### config.mk
export PLATFORM = sky130hd
export DESIGN_NAME = riscv_prog_seq
export DESIGN_NICKNAME = d
export VERILOG_FILES = /design/src/rtl/riscv_seq_pkg.sv /design/src/rtl/prog_imem.sv /design/src/rtl/riscv_prog_seq.sv
export SDC_FILE = /design/constraint.sdc
export NUM_CORES = 1
export LEC_CHECK = 0
export BUFFER_PORTS_ARGS = -buffer_cell sky130_fd_sc_hd__buf_2
export CORE_MARGIN = 4
export CORE_UTILIZATION = 35
export CTS_CLUSTER_DIAMETER = 80
export DETAILED_ROUTE_END_ITERATION = 6
export SLEW_MARGIN = 10
export SYNTH_ARGS = -nofsm -noshare
export SYNTH_HDL_FRONTEND = slang
export SYNTH_HIERARCHICAL = 1
export SYNTH_SLANG_ARGS = --single-unit
### constraint.sdc
create_clock -name clk -period 7.22 [get_ports clk]
set_input_delay 0.361 -clock clk [delete_from_list [all_inputs] [get_ports clk]]
set_output_delay 0.361 -clock clk [all_outputs]
set_load 0.03 [all_outputs]
### src/rtl/riscv_seq_pkg.sv
// Shared constants and types for the simple_riscv program sequencer and its benches.
package riscv_seq_pkg;

    localparam int                 INSTR_W    = 16;
    localparam logic [INSTR_W-1:0] NOP_INSTR  = 16'h6000;
    localparam logic [3:0]         HALT_OPC   = 4'hF;
    localparam logic [INSTR_W-1:0] HALT_INSTR = {HALT_OPC, 12'h000};

    // Core opcodes, shared with the core bench.
    localparam logic [3:0] OPC_LOAD  = 4'h0;
    localparam logic [3:0] OPC_STORE = 4'h1;
    localparam logic [3:0] OPC_ADD   = 4'h2;
    localparam logic [3:0] OPC_SUB   = 4'h3;
    localparam logic [3:0] OPC_AND   = 4'h4;
    localparam logic [3:0] OPC_OR    = 4'h5;

    typedef enum logic [1:0] {IDLE, RUN, STEP, DONE} seq_state_t;

    function automatic logic is_halt(input logic [INSTR_W-1:0] word);
        return word[INSTR_W-1 -: 4] == HALT_OPC;
    endfunction

endpackage

### src/rtl/prog_imem.sv
// Instruction memory for the program sequencer: one synchronous write port,
// one asynchronous read port, every entry reset to HALT.
module prog_imem
    import riscv_seq_pkg::*;
#(
    parameter int DEPTH = 16,
    parameter int PC_W  = 4
) (
    input  logic               clk,
    input  logic               reset,
    input  logic               we_i,
    input  logic [PC_W-1:0]    waddr_i,
    input  logic [INSTR_W-1:0] wdata_i,
    input  logic [PC_W-1:0]    raddr_i,
    output logic [INSTR_W-1:0] rdata_o
);

    logic [INSTR_W-1:0] mem_q [DEPTH];

    // NOTE: this array is reset on purpose so an unloaded program halts at once;
    // a plain storage RAM would normally be left without a reset.
    always_ff @(posedge clk or posedge reset) begin
        if (reset) begin
            for (int i = 0; i < DEPTH; i++) mem_q[i] <= HALT_INSTR;
        end else if (we_i) begin
            mem_q[waddr_i] <= wdata_i;
        end
    end

    assign rdata_o = mem_q[raddr_i];

endmodule

### src/rtl/riscv_prog_seq.sv
// Program sequencer feeding the simple_riscv instruction bus from a host-loaded memory.
// Define PROG_SEQ_BKPT_EN to compile in a single-address breakpoint (bkpt_en/bkpt_addr).
module riscv_prog_seq
    import riscv_seq_pkg::*;
#(
    parameter int DEPTH = 16,
    parameter int PC_W  = 4
) (
    input  logic               clk,
    input  logic               reset,
    input  logic               load_valid,
    input  logic [PC_W-1:0]    load_addr,
    input  logic [INSTR_W-1:0] load_data,
    output logic               load_ready,
    input  logic               run_start,
    input  logic               step,
    input  logic               halt_req,
`ifdef PROG_SEQ_BKPT_EN
    input  logic               bkpt_en,
    input  logic [PC_W-1:0]    bkpt_addr,
`endif
    output logic [INSTR_W-1:0] instruction,
    output logic [PC_W-1:0]    pc,
    output logic               busy,
    output logic               done,
    output logic [7:0]         retired
);

    seq_state_t         state_q, state_d, issue_state;
    logic [PC_W-1:0]    pc_q, pc_d, fetch_addr;
    logic [INSTR_W-1:0] instr_q, instr_d, fetch_word;
    logic [7:0]         retired_q, retired_d, retired_base;
    logic               issue, fetch_halt, bkpt_hit;

    prog_imem #(.DEPTH(DEPTH), .PC_W(PC_W)) u_imem (
        .clk     (clk),
        .reset   (reset),
        .we_i    (load_valid && load_ready),
        .waddr_i (load_addr),
        .wdata_i (load_data),
        .raddr_i (fetch_addr),
        .rdata_o (fetch_word)
    );

`ifdef PROG_SEQ_BKPT_EN
    assign bkpt_hit = bkpt_en && (pc_q == bkpt_addr);
`else
    assign bkpt_hit = 1'b0;
`endif

    // A restart from DONE rewinds to address 0 and clears the count on the same edge.
    assign fetch_addr   = (state_q == DONE) ? '0 : pc_q;
    assign retired_base = (state_q == DONE) ? '0 : retired_q;
    assign fetch_halt   = is_halt(fetch_word);

    always_comb begin
        // NOTE: every signal driven here gets a default first, so no path infers a latch.
        state_d     = state_q;
        pc_d        = pc_q;
        retired_d   = retired_q;
        instr_d     = NOP_INSTR;
        issue       = 1'b0;
        issue_state = RUN;

        case (state_q)
            IDLE: begin
                if (!halt_req && (run_start || step)) begin
                    issue       = 1'b1;
                    issue_state = run_start ? RUN : STEP;
                end
            end
            RUN: begin
                if (fetch_halt || !(halt_req || bkpt_hit)) issue = 1'b1;
                else                                       state_d = IDLE;
            end
            STEP:    state_d = IDLE;
            DONE:    issue = run_start;
            default: state_d = IDLE;
        endcase

        if (issue) begin
            if (fetch_halt) begin
                state_d   = DONE;
                pc_d      = fetch_addr;
                retired_d = retired_base;
            end else begin
                state_d   = issue_state;
                instr_d   = fetch_word;
                pc_d      = fetch_addr + PC_W'(1);
                retired_d = (fetch_word != NOP_INSTR && retired_base != 8'hFF)
                          ? retired_base + 8'd1 : retired_base;
            end
        end
    end

    // NOTE: state registers use non-blocking assignments so every flop samples pre-edge values.
    always_ff @(posedge clk or posedge reset) begin
        if (reset) begin
            state_q   <= IDLE;
            pc_q      <= '0;
            instr_q   <= NOP_INSTR;
            retired_q <= '0;
        end else begin
            state_q   <= state_d;
            pc_q      <= pc_d;
            instr_q   <= instr_d;
            retired_q <= retired_d;
        end
    end

    assign instruction = instr_q;
    assign pc          = pc_q;
    assign retired     = retired_q;
    assign busy        = (state_q == RUN) || (state_q == STEP);
    assign done        = (state_q == DONE);
    assign load_ready  = (state_q == IDLE) || (state_q == DONE);

endmodule

==> results.sh, run 1 <==
export IMPL_status="finished clean"
export IMPL_drive_gt1_share_pct=51.7
export IMPL_syn_area_um2=13200
export IMPL_max_clock_freq_mhz=205
export IMPL_crit_required_ps=7680
export IMPL_syn_inst=864
export IMPL_power_density_nw_per_um2=469
export IMPL_worstSetupEndpointType="flop"
export IMPL_die_area_um2=40900
export IMPL_root_buffer="clkbuf_16"
export IMPL_p_total_mw=7.06
export IMPL_synth_edf_count=0
export IMPL_syn_to_final_growth_pct=14.0
export IMPL_synth_top_area_cell="dfrtp_1"
export IMPL_p_int_mw=4.78
export IMPL_die_h_um=202
export IMPL_start_util_pct=35.8
export IMPL_dpl_hpwl_mm=19.2
export IMPL_fill_cells=3399
export IMPL_synth_ff_type="dfrtp_1"
export IMPL_hold_path_class="in -> reg"
export IMPL_synth_top_cells_by_area="dfrtp_1, mux2_2, dfstp_2, mux4_2, mux2_1"
export IMPL_cp_num_buf_inv=0
export IMPL_crit_family="simple AND/OR/NAND/NOR gates"
export IMPL_clock_power_share_pct=21.9
export IMPL_stdcell_area_um2=15000
export IMPL_cts_buffers=30
export IMPL_post_cts_setup_buffers=0
export IMPL_num_vias=7621
export IMPL_clock_sinks=286
export IMPL_die_x_um=202
export IMPL_cap_violations=0
export IMPL_post_synth_num_cell_types=56
export IMPL_p_leak_nw=6.55
export IMPL_finalCriticalPeriod_ps=4870
export IMPL_routedWlPerCell_um=22.5
export IMPL_ys_ff_latch=286
export IMPL_power_frac_seq_pct=41.1
export IMPL_multi_input_area_um2=5650
export IMPL_grt_overflow=0
export IMPL_core_um2=36900
export IMPL_peakVddDrop_uv=190
export IMPL_final_nets=943
export IMPL_wirelength_mm=32.4
export IMPL_synth_top_cell_area_share_pct=41.7
export IMPL_seq_area_um2=7240
export IMPL_dr_first_iter_drc_count=460
export IMPL_gp_congestion=0.714
export IMPL_grt_pass1_vias=7963
export IMPL_firstDrtPassIters=6
export IMPL_h_tree_depth=1
export IMPL_fin_ws_ps=2350
export IMPL_slew_viol_final=0
export IMPL_antenna_found_initial=3
export IMPL_post_cts_resized=0
export IMPL_clk_latency_ps=560
export IMPL_start_kind="flop"
export IMPL_finClkSkew_ps=17.8
export IMPL_async_flop_share_pct=100
export IMPL_tightest_slew_ps=1060
export IMPL_setup_viol=0
export IMPL_worst_endpoint_arrival_ps=5330
export IMPL_avgViaCountPerCell=5.29
export IMPL_port_buffers=56
export IMPL_yosysSeqAreaShare_pct=54.9
export IMPL_tns_ps=0
export IMPL_grt_max_degree=176
export IMPL_comb_power_share_pct=37.0
export IMPL_fin_crit_sh_pct=67.4
export IMPL_ys_warn_count=6
export IMPL_cp_max_fo=26
export IMPL_cpPeakStageDelay_ps=850
export IMPL_switching_share_pct=32.2
export IMPL_avgSynthCellArea_um2=15.3
export IMPL_place_ws_ps=2370
export IMPL_rows=70
export IMPL_final_util_pct=40.8
export IMPL_grt_pass1_wl_mm=50.1
export IMPL_cp_slowest_cell="nor2b_4"
export IMPL_ant_nets=0
export IMPL_crit_path_cell_trace="ha_1 -> nor2b_4 -> mux4_2 -> a22oi_1 -> nand2_1 -> nand4_1 -> a21boi_1 -> o21bai_1 -> o21ai_0 -> o31ai_1"
export IMPL_grt_setup_unrepaired="no"
export IMPL_clockBufferDepth=3
export IMPL_max_slew_margin_pct=29.5
export IMPL_drc=0
export IMPL_synth_nets=896
export IMPL_num_io_pins=57
export IMPL_place_area_um2=14000
export IMPL_clk_pin_slew_ps=60
export IMPL_switchingPower_mw=2.27
export IMPL_tritoncts="built"
export IMPL_grt_use_total_pct=15.7
export IMPL_critPathKind="reg -> reg"
export IMPL_final_hold_violation_count=0
==> synth_stat cells, types with 9 or more instances <==
master / number
nand2_1: 33
mux2_1: 59
dfrtp_1: 220
dfstp_2: 66
mux2_2: 188
nand2b_1: 9
mux2_4: 9
nor2_1: 9
and3_1: 15
nor2b_1: 9
mux4_2: 64
buf_2: 32
a22oi_1: 33
clkbuf_1: 28
==> cell type report <==
class	count	area share (%)
Tap cell	504	4.19
Clock inverter	10	0.774
Clock buffer	46	5.86
Timing Repair Buffer	82	3.26
Inverter	7	0.200
Multi-Input combinational cell	504	37.6
Sequential cell	286	48.1
Antenna cell	1	0.0166
==> timing repair <==
action,CTS,global route
hold endpoints to repair,0,28
hold buffers,0,1
setup endpoints to repair,0,0
==> metal layers <==
metal	vias to the layer above	track usage [%]	routed length, µm
met1	4101	22.8	15400
met2	159	25.2	14900
met4	4	2.93	462
li1	3318	-	-
met3	39	2.90	1550
met5	-	0	23
==> worst paths after layout <==
check                             startpoint                end  slack (ps)  depth (start not counted)
max reg2reg                       state_q[0]         retired[4]        2350                         10
min in group asynchronous              reset     instruction[5]         460                          3
max in group asynchronous              reset  u_imem/mem_q[153]        5000                          5
min reg2reg                u_imem/mem_q[200]  u_imem/mem_q[200]         480                          1
min                                run_start         state_q[1]         170                          4
max                               state_q[0]         retired[4]        2350                         10
==> sequential cells by signal, summed over array words and instances (netlist names) <==
| name | count |
|---|---|
| u_imem/mem_q | 256 |
| instruction | 16 |
| retired | 8 |
| pc | 4 |
| state_q | 2 |
==> worst register-to-register path: stages (launching register included) <==
cell	delay, ps
dfrtp_1	410
ha_1	500
nor2b_4	850
mux4_2	600
a22oi_1	200
nand2_1	200
nand4_1	630
a21boi_1	220
o21bai_1	810
o21ai_0	240
o31ai_1	120
==> power by group through the flow <==
stage          combinational (mW)  sequential [mW]  clock, mW
4_1_cts                      2.63             2.90       1.58
3_5_place_dp                 2.62             2.93          0
3_3_place_gp                 2.57             2.90          0
6_report                     2.61             2.90       1.54
2_1_floorplan                1.97             2.87          0
5_1_grt                      2.82             3.00       1.65
==> cell usage in the layout (no fill, tap or decap), types with 9 or more instances in the layout <==
cell type  instances
mux2_1            59
and3_1            15
dfrtp_1          220
buf_2             56
mux2_2           188
clkbuf_1           9
buf_4             24
nand2b_1           9
nand2_1           33
clkbuf_16         30
a22oi_1           33
dfstp_2           66
mux2_4             9
mux4_2            64
==> per-stage QoR <==
stage,instances,hold WS [ps]
2_1_floorplan,864,450
3_3_place_gp,1382,462
3_5_place_dp,1382,474
4_1_cts,1438,148
5_1_grt,1439,194
6_report,1440,172
==> kinds of logic (layout without fill, tap and decap cells) <==
kind of cell	Yosys count	in the layout	share of synthesized area, %
DFF	286	286	54.9
and+or+nand+nor	112	112	5.26
buffers and inverters	74	145	2.62
other	0	1	0
adders and majority gates	6	6	0.569
muxes	320	320	33.0
AOI/OAI and AO/OA	66	66	3.67
Power figures use the tool's default switching activity.
==> run 2: changes to the inputs <==
ABC_AREA = 1   (was unset)
clock period = 4.26 ns   (was 7.22 ns; I/O delays follow)
==> run 2 against run 1 <==
  * Wire length rose by 22%
  * Clock skew fell by 6.7 ps
  * Clock power rose by 94%
  * Cell area rose by 7.7%
  * Combinational power rose by 120%
  * Synthesized area rose by 7.3%
  * Die area rose by 7.0%
  * Utilization fell by 0.12 points
  * Largest cell class unchanged
  * Largest power group is now combinational logic
==> results.sh, run 2 <==
export IMPL_finClkSkew_ps=11.1
export IMPL_avgViaCountPerCell=4.89
export IMPL_synth_top_cells_by_area="dfrtp_1, nand2_1, dfstp_2, o21ai_0, nand3_1"
export IMPL_start_kind="flop"
export IMPL_tritoncts="built"
export IMPL_rows=73
export IMPL_cap_violations=0
export IMPL_synth_common_cells="nand2_1, inv_1, o21ai_0"
export IMPL_routedWlPerCell_um=16.2
export IMPL_p_leak_nw=8.04
export IMPL_syn_inst=1872
export IMPL_synth_ff_type="dfrtp_1"
export IMPL_cp_max_fo=20
export IMPL_post_cts_setup_buffers=0
export IMPL_start_util_pct=35.6
export IMPL_dr_first_iter_drc_count=1019
export IMPL_final_common_cell="nand2_1"
export IMPL_yosysSeqAreaShare_pct=51.1
export IMPL_cp_slowest_cell="ha_1"
export IMPL_clockBufferDepth=3
export IMPL_syn_to_final_growth_pct=14.4
export IMPL_grt_setup_unrepaired="no"
export IMPL_dpl_hpwl_mm=24.7
export IMPL_die_x_um=209
export IMPL_num_io_pins=57
export IMPL_tightest_slew_ps=1160
export IMPL_synth_top_cell_area_share_pct=38.9
export IMPL_synth_edf_count=0
export IMPL_place_area_um2=14900
export IMPL_stdcell_area_um2=16200
export IMPL_status="finished clean"
export IMPL_ys_ff_latch=286
export IMPL_ys_warn_count=6
export IMPL_ant_nets=0
export IMPL_fin_crit_sh_pct=84.1
export IMPL_setup_viol=0
export IMPL_firstDrtPassIters=6
export IMPL_drive_gt1_share_pct=12.9
export IMPL_critPathKind="reg -> reg"
export IMPL_grt_pass1_vias=11500
export IMPL_crit_path_cell_trace="ha_1 -> inv_1 -> nand2_1 -> inv_1 -> inv_1 -> buf_4 -> nand3_1 -> nand3_1 -> nand2_1 -> nand2_1 -> nor2_4 -> inv_1 -> nand3_4 -> nor2_8 -> nand2_1 -> nand2_1 -> nand2_1"
export IMPL_port_buffers=56
export IMPL_finalCriticalPeriod_ps=3580
export IMPL_p_total_mw=13.6
export IMPL_die_area_um2=43700
export IMPL_core_um2=39800
export IMPL_grt_pass1_wl_mm=64.6
export IMPL_async_flop_share_pct=100
export IMPL_slew_viol_final=0
export IMPL_max_slew_margin_pct=22.2
export IMPL_hold_slack_ps=25.2
export IMPL_max_clock_freq_mhz=279
export IMPL_cpPeakStageDelay_ps=550
export IMPL_drc=0
export IMPL_post_synth_num_cell_types=33
export IMPL_antenna_found_initial=2
export IMPL_grt_max_degree=131
export IMPL_synth_nets=1904
export IMPL_clk_latency_ps=570
export IMPL_clock_sinks=286
export IMPL_gp_congestion=0.821
export IMPL_synth_top_area_cell="dfrtp_1"
export IMPL_root_buffer="clkbuf_16"
export IMPL_final_hold_violation_count=0
export IMPL_h_tree_depth=1
export IMPL_grt_use_total_pct=18.0
export IMPL_yosysMostFrequentCell="nand2_1"
export IMPL_die_h_um=209
export IMPL_wirelength_mm=39.6
export IMPL_power_density_nw_per_um2=839
export IMPL_regMostFlops="u_imem/mem_q"
export IMPL_largest_register_ffs=256
export IMPL_layout_common_cells="nand2_1, inv_1, o21ai_0"
export IMPL_num_vias=11900
export IMPL_grt_overflow=0
export IMPL_hold_path_class="in -> reg"
export IMPL_cts_buffers=31
export IMPL_avgSynthCellArea_um2=7.56
export IMPL_final_nets=1923
export IMPL_crit_path_frequent_cell="nand2_1"
export IMPL_clk_pin_slew_ps=60
export IMPL_crit_required_ps=4720
export IMPL_worstSetupEndpointType="flop"
export IMPL_syn_area_um2=14200
export IMPL_peakVddDrop_uv=408
export IMPL_tns_ps=0
export IMPL_worst_endpoint_arrival_ps=4040
export IMPL_final_util_pct=40.7
## run 2: cell count changes after synthesis, sizes merged, moves of 9 or more
| cell | before | now |
|---|---|---|
| a22oi | 33 | 0 |
| and3 | 17 | 0 |
| buf | 38 | 72 |
| clkbuf | 29 | 49 |
| inv | 7 | 250 |
| mux2 | 256 | 0 |
| mux4 | 64 | 0 |
| nand2 | 33 | 657 |
| nand2b | 10 | 0 |
| nand3 | 6 | 217 |
| nor2 | 16 | 50 |
| nor2b | 9 | 0 |
| o21ai | 7 | 268 |
## run 2: per-layer routing
metal	global-route usage (%)	share of wire [%]	up-vias
met2	29.0	45	340
li1	-	-	5842
met5	0	0.068	-
met1	25.9	47	5694
met4	4.37	2.1	4
met3	2.33	6.4	58
## run 2: what timing repair did
action,in CTS,in global routing
gates resized for setup,0,0
endpoints found under the hold margin,80,0
hold buffers,17,0
## run 2: cell type report
class / count / area, µm²
Fill cell: 4065 / 23600
Sequential cell: 286 / 7240
Multi-Input combinational cell: 1215 / 5430
Inverter: 250 / 947
Clock buffer: 45 / 941
Timing Repair Buffer: 107 / 768
Tap cell: 525 / 657
Clock inverter: 13 / 215
Antenna cell: 1 / 2.50
## run 2: worst paths after layout
kind,start,to,slack (ps),depth (start not counted)
setup / recovery,state_q[1],retired[4],680,17
hold / removal,run_start,state_q[0],30,5
setup reg to reg,state_q[1],retired[4],680,17
hold reg to reg,u_imem/mem_q[15],u_imem/mem_q[15],470,2
max in group asynchronous,reset,u_imem/mem_q[133],2880,4
min in group asynchronous,reset,u_imem/mem_q[36],290,3
## run 2: through the flow
stage,worst slack (ps),cells
after global placement,822,2366
after CTS,732,2441
after detailed placement,755,2366
final,676,2442
after global routing,376,2441
after floorplan,728,1872
## run 2: cell families after synthesis
| family | count (synthesis) | share of synthesized area [%] |
|---|---|---|
| AO/OA/AOI/OAI | 270 | 9.76 |
| XOR/XNOR | 3 | 0.186 |
| adder cells (fa/ha/maj) | 6 | 0.530 |
| buffers and inverters | 371 | 10.7 |
| flip-flops | 286 | 51.1 |
| AND/OR/NAND/NOR | 936 | 27.7 |
## run 2: critical path: cells and delay by family (launching register included)
kind | cells | cell delay [ps]
adders and majority gates | 1 | 550
DFF | 1 | 390
and+or+nand+nor | 11 | 1370
buffers and inverters | 5 | 1150
## run 2: power by group
group	total [mW]	internal [mW]	leakage, nW	switching [mW]
Combinational	5.67	1.92	3.97	3.75
Clock	2.98	1.84	0.570	1.14
Sequential	4.93	4.26	3.50	0.666
==> run 3: changes to the inputs <==
ABC_AREA = 0   (was 1)
clock period = 3.3 ns   (was 4.26 ns; I/O delays follow)
==> run 3 against run 2 <==
  * Sequential share of layout area is 0.91 points higher
  * Cell count is 38% lower
  * Via count is 35% lower
  * Setup slack worse by 640 ps
  * First-iteration DRC count is 61% lower
  * Critical path depth is 4 lower
  * Clock power is 13% higher
  * Clock-buffer cell count is 2 lower
  * Die area is 6.5% lower
==> results.sh, run 3 (synthesized netlist as in run 1, its figures left out) <==
export IMPL_die_h_um=202
export IMPL_antenna_found_initial=3
export IMPL_tritoncts="built"
export IMPL_crit_family="simple AND/OR/NAND/NOR gates"
export IMPL_syn_to_final_growth_pct=20.3
export IMPL_timing_rr_start="state_q[0]"
export IMPL_place_area_um2=14600
export IMPL_fin_ws_ps=40.7
export IMPL_fin_cells=1510
export IMPL_crit_required_ps=3730
export IMPL_finalCriticalPeriod_ps=3260
export IMPL_worst_endpoint_arrival_ps=3690
export IMPL_stdcell_area_um2=15900
export IMPL_rows=70
export IMPL_cp_max_fo=7
export IMPL_antennaDiodeCount=0
export IMPL_regMostFlops="u_imem/mem_q"
export IMPL_tns_ps=0
export IMPL_die_x_um=202
export IMPL_die_area_um2=40900
export IMPL_cts_buffers=31
export IMPL_largest_register_ffs=256
export IMPL_crit_path_cell_trace="ha_4 -> nor2b_4 -> buf_6 -> buf_12 -> mux4_2 -> a22oi_2 -> nand2_1 -> buf_4 -> nor4_4 -> nand4_4 -> and3_4 -> and4b_1 -> a221o_1"
export IMPL_p_leak_nw=6.99
export IMPL_hold_slack_ps=44.5
export IMPL_start_kind="flop"
export IMPL_place_ws_ps=-8.93
export IMPL_root_buffer="clkbuf_16"
export IMPL_clk_pin_slew_ps=60
export IMPL_ant_nets=0
export IMPL_cpPeakStageDelay_ps=550
export IMPL_clock_sinks=286
export IMPL_layout_common_cells="dfrtp_1, mux2_2, buf_4"
export IMPL_critPathKind="reg -> reg"
export IMPL_startpoint="state_q[0]"
export IMPL_dr_first_iter_drc_count=397
export IMPL_final_common_cell="dfrtp_1"
export IMPL_start_util_pct=35.8
export IMPL_seq_area_um2=7240
export IMPL_power_density_nw_per_um2=1050
export IMPL_worstSetupEndpointType="flop"
export IMPL_p_total_mw=16.7
export IMPL_h_tree_depth=1
export IMPL_avgViaCountPerCell=5.14
export IMPL_drive_gt1_share_pct=57.2
export IMPL_rrSetupSlack_ps=40
export IMPL_peakVddDrop_uv=453
export IMPL_core_um2=36900
export IMPL_multi_input_area_um2=5740
export IMPL_gp_congestion=0.809
export IMPL_final_nets=1014
export IMPL_grt_max_degree=96
export IMPL_r2r_cells=13
export IMPL_fill_cells=3370
export IMPL_grt_pass1_wl_mm=51.6
export IMPL_path_depth=13
export IMPL_status="finished clean"
export IMPL_slew_viol_final=0
export IMPL_endpoint="retired[2]"
export IMPL_clk_latency_ps=550
export IMPL_max_clock_freq_mhz=307
export IMPL_clockBufferDepth=3
export IMPL_setup_viol=0
export IMPL_final_hold_violation_count=0
export IMPL_grt_pass1_vias=8294
export IMPL_cp_slowest_cell="mux4_2"
export IMPL_dp_cells=1436
export IMPL_port_buffers=56
export IMPL_final_util_pct=43.0
export IMPL_dpl_hpwl_mm=21.4
export IMPL_num_vias=7768
export IMPL_hold_path_class="in -> reg"
export IMPL_grt_use_total_pct=16.0
export IMPL_regToRegEndpoint="retired[2]"
export IMPL_grt_overflow=0
export IMPL_cp_num_buf_inv=3
export IMPL_routedWlPerCell_um=21.7
export IMPL_finClkSkew_ps=8.12
export IMPL_firstDrtPassIters=5
export IMPL_num_io_pins=57
export IMPL_wirelength_mm=32.7
export IMPL_tightest_slew_ps=1060
export IMPL_drc=0
export IMPL_max_slew_margin_pct=29.0
export IMPL_grt_setup_unrepaired="yes"
export IMPL_fin_crit_sh_pct=98.8
export IMPL_cap_violations=0
[run 3: changes by cell type in the layout (fill, tap and decap cells not counted), sizes merged, moves of 64 or more]
| cell | previous run | this run |
|---|---|---|
| nand2 | 657 | 33 |
| o21ai | 268 | 7 |
| mux2 | 0 | 256 |
| inv | 251 | 5 |
| nand3 | 217 | 6 |
| mux4 | 0 | 64 |
[run 3: timing repair]
action	in CTS	in global routing
resized for setup	6	22
pin swaps	1	10
hold buffers	2	0
cloned	0	1
setup buffers	5	9
endpoints found under the hold margin	54	0
setup endpoints to repair	2	23
[run 3: final cells by class]
cell class | instances | area share, %
sequential | 286 | 45.6
timing repair buffer | 152 | 7.78
clock inverter | 14 | 0.796
tap | 504 | 3.97
multi-input combinational | 504 | 36.2
inverter | 7 | 0.189
clock buffer | 43 | 5.49
[run 3: layer usage]
layer	vias up	share of wire, %	GRT usage, %
li1	3464	-	-
met1	4096	46	23.1
met2	151	47	25.7
met3	51	5.0	2.97
met4	6	2.0	3.32
met5	-	0.12	0
[run 3: how the worst min path moves through the flow]
stage	from	endpoint	slack, ps	cells after the start
finish	load_data[0]	u_imem/mem_q[208]	40	2
global route	load_data[0]	u_imem/mem_q[176]	40	2
CTS	load_data[0]	u_imem/mem_q[176]	10	2
detailed placement	reset	u_imem/mem_q[115]	330	2
global placement	reset	u_imem/mem_q[99]	330	2
floorplan	reset	instruction[0]	250	1
[run 3: report_power, final]
| group | internal [mW] | switching (mW) |
|---|---|---|
| registers | 5.48 | 0.854 |
| clock network | 1.99 | 1.39 |
| logic | 3.87 | 3.08 |
| total | 11.3 | 5.32 |
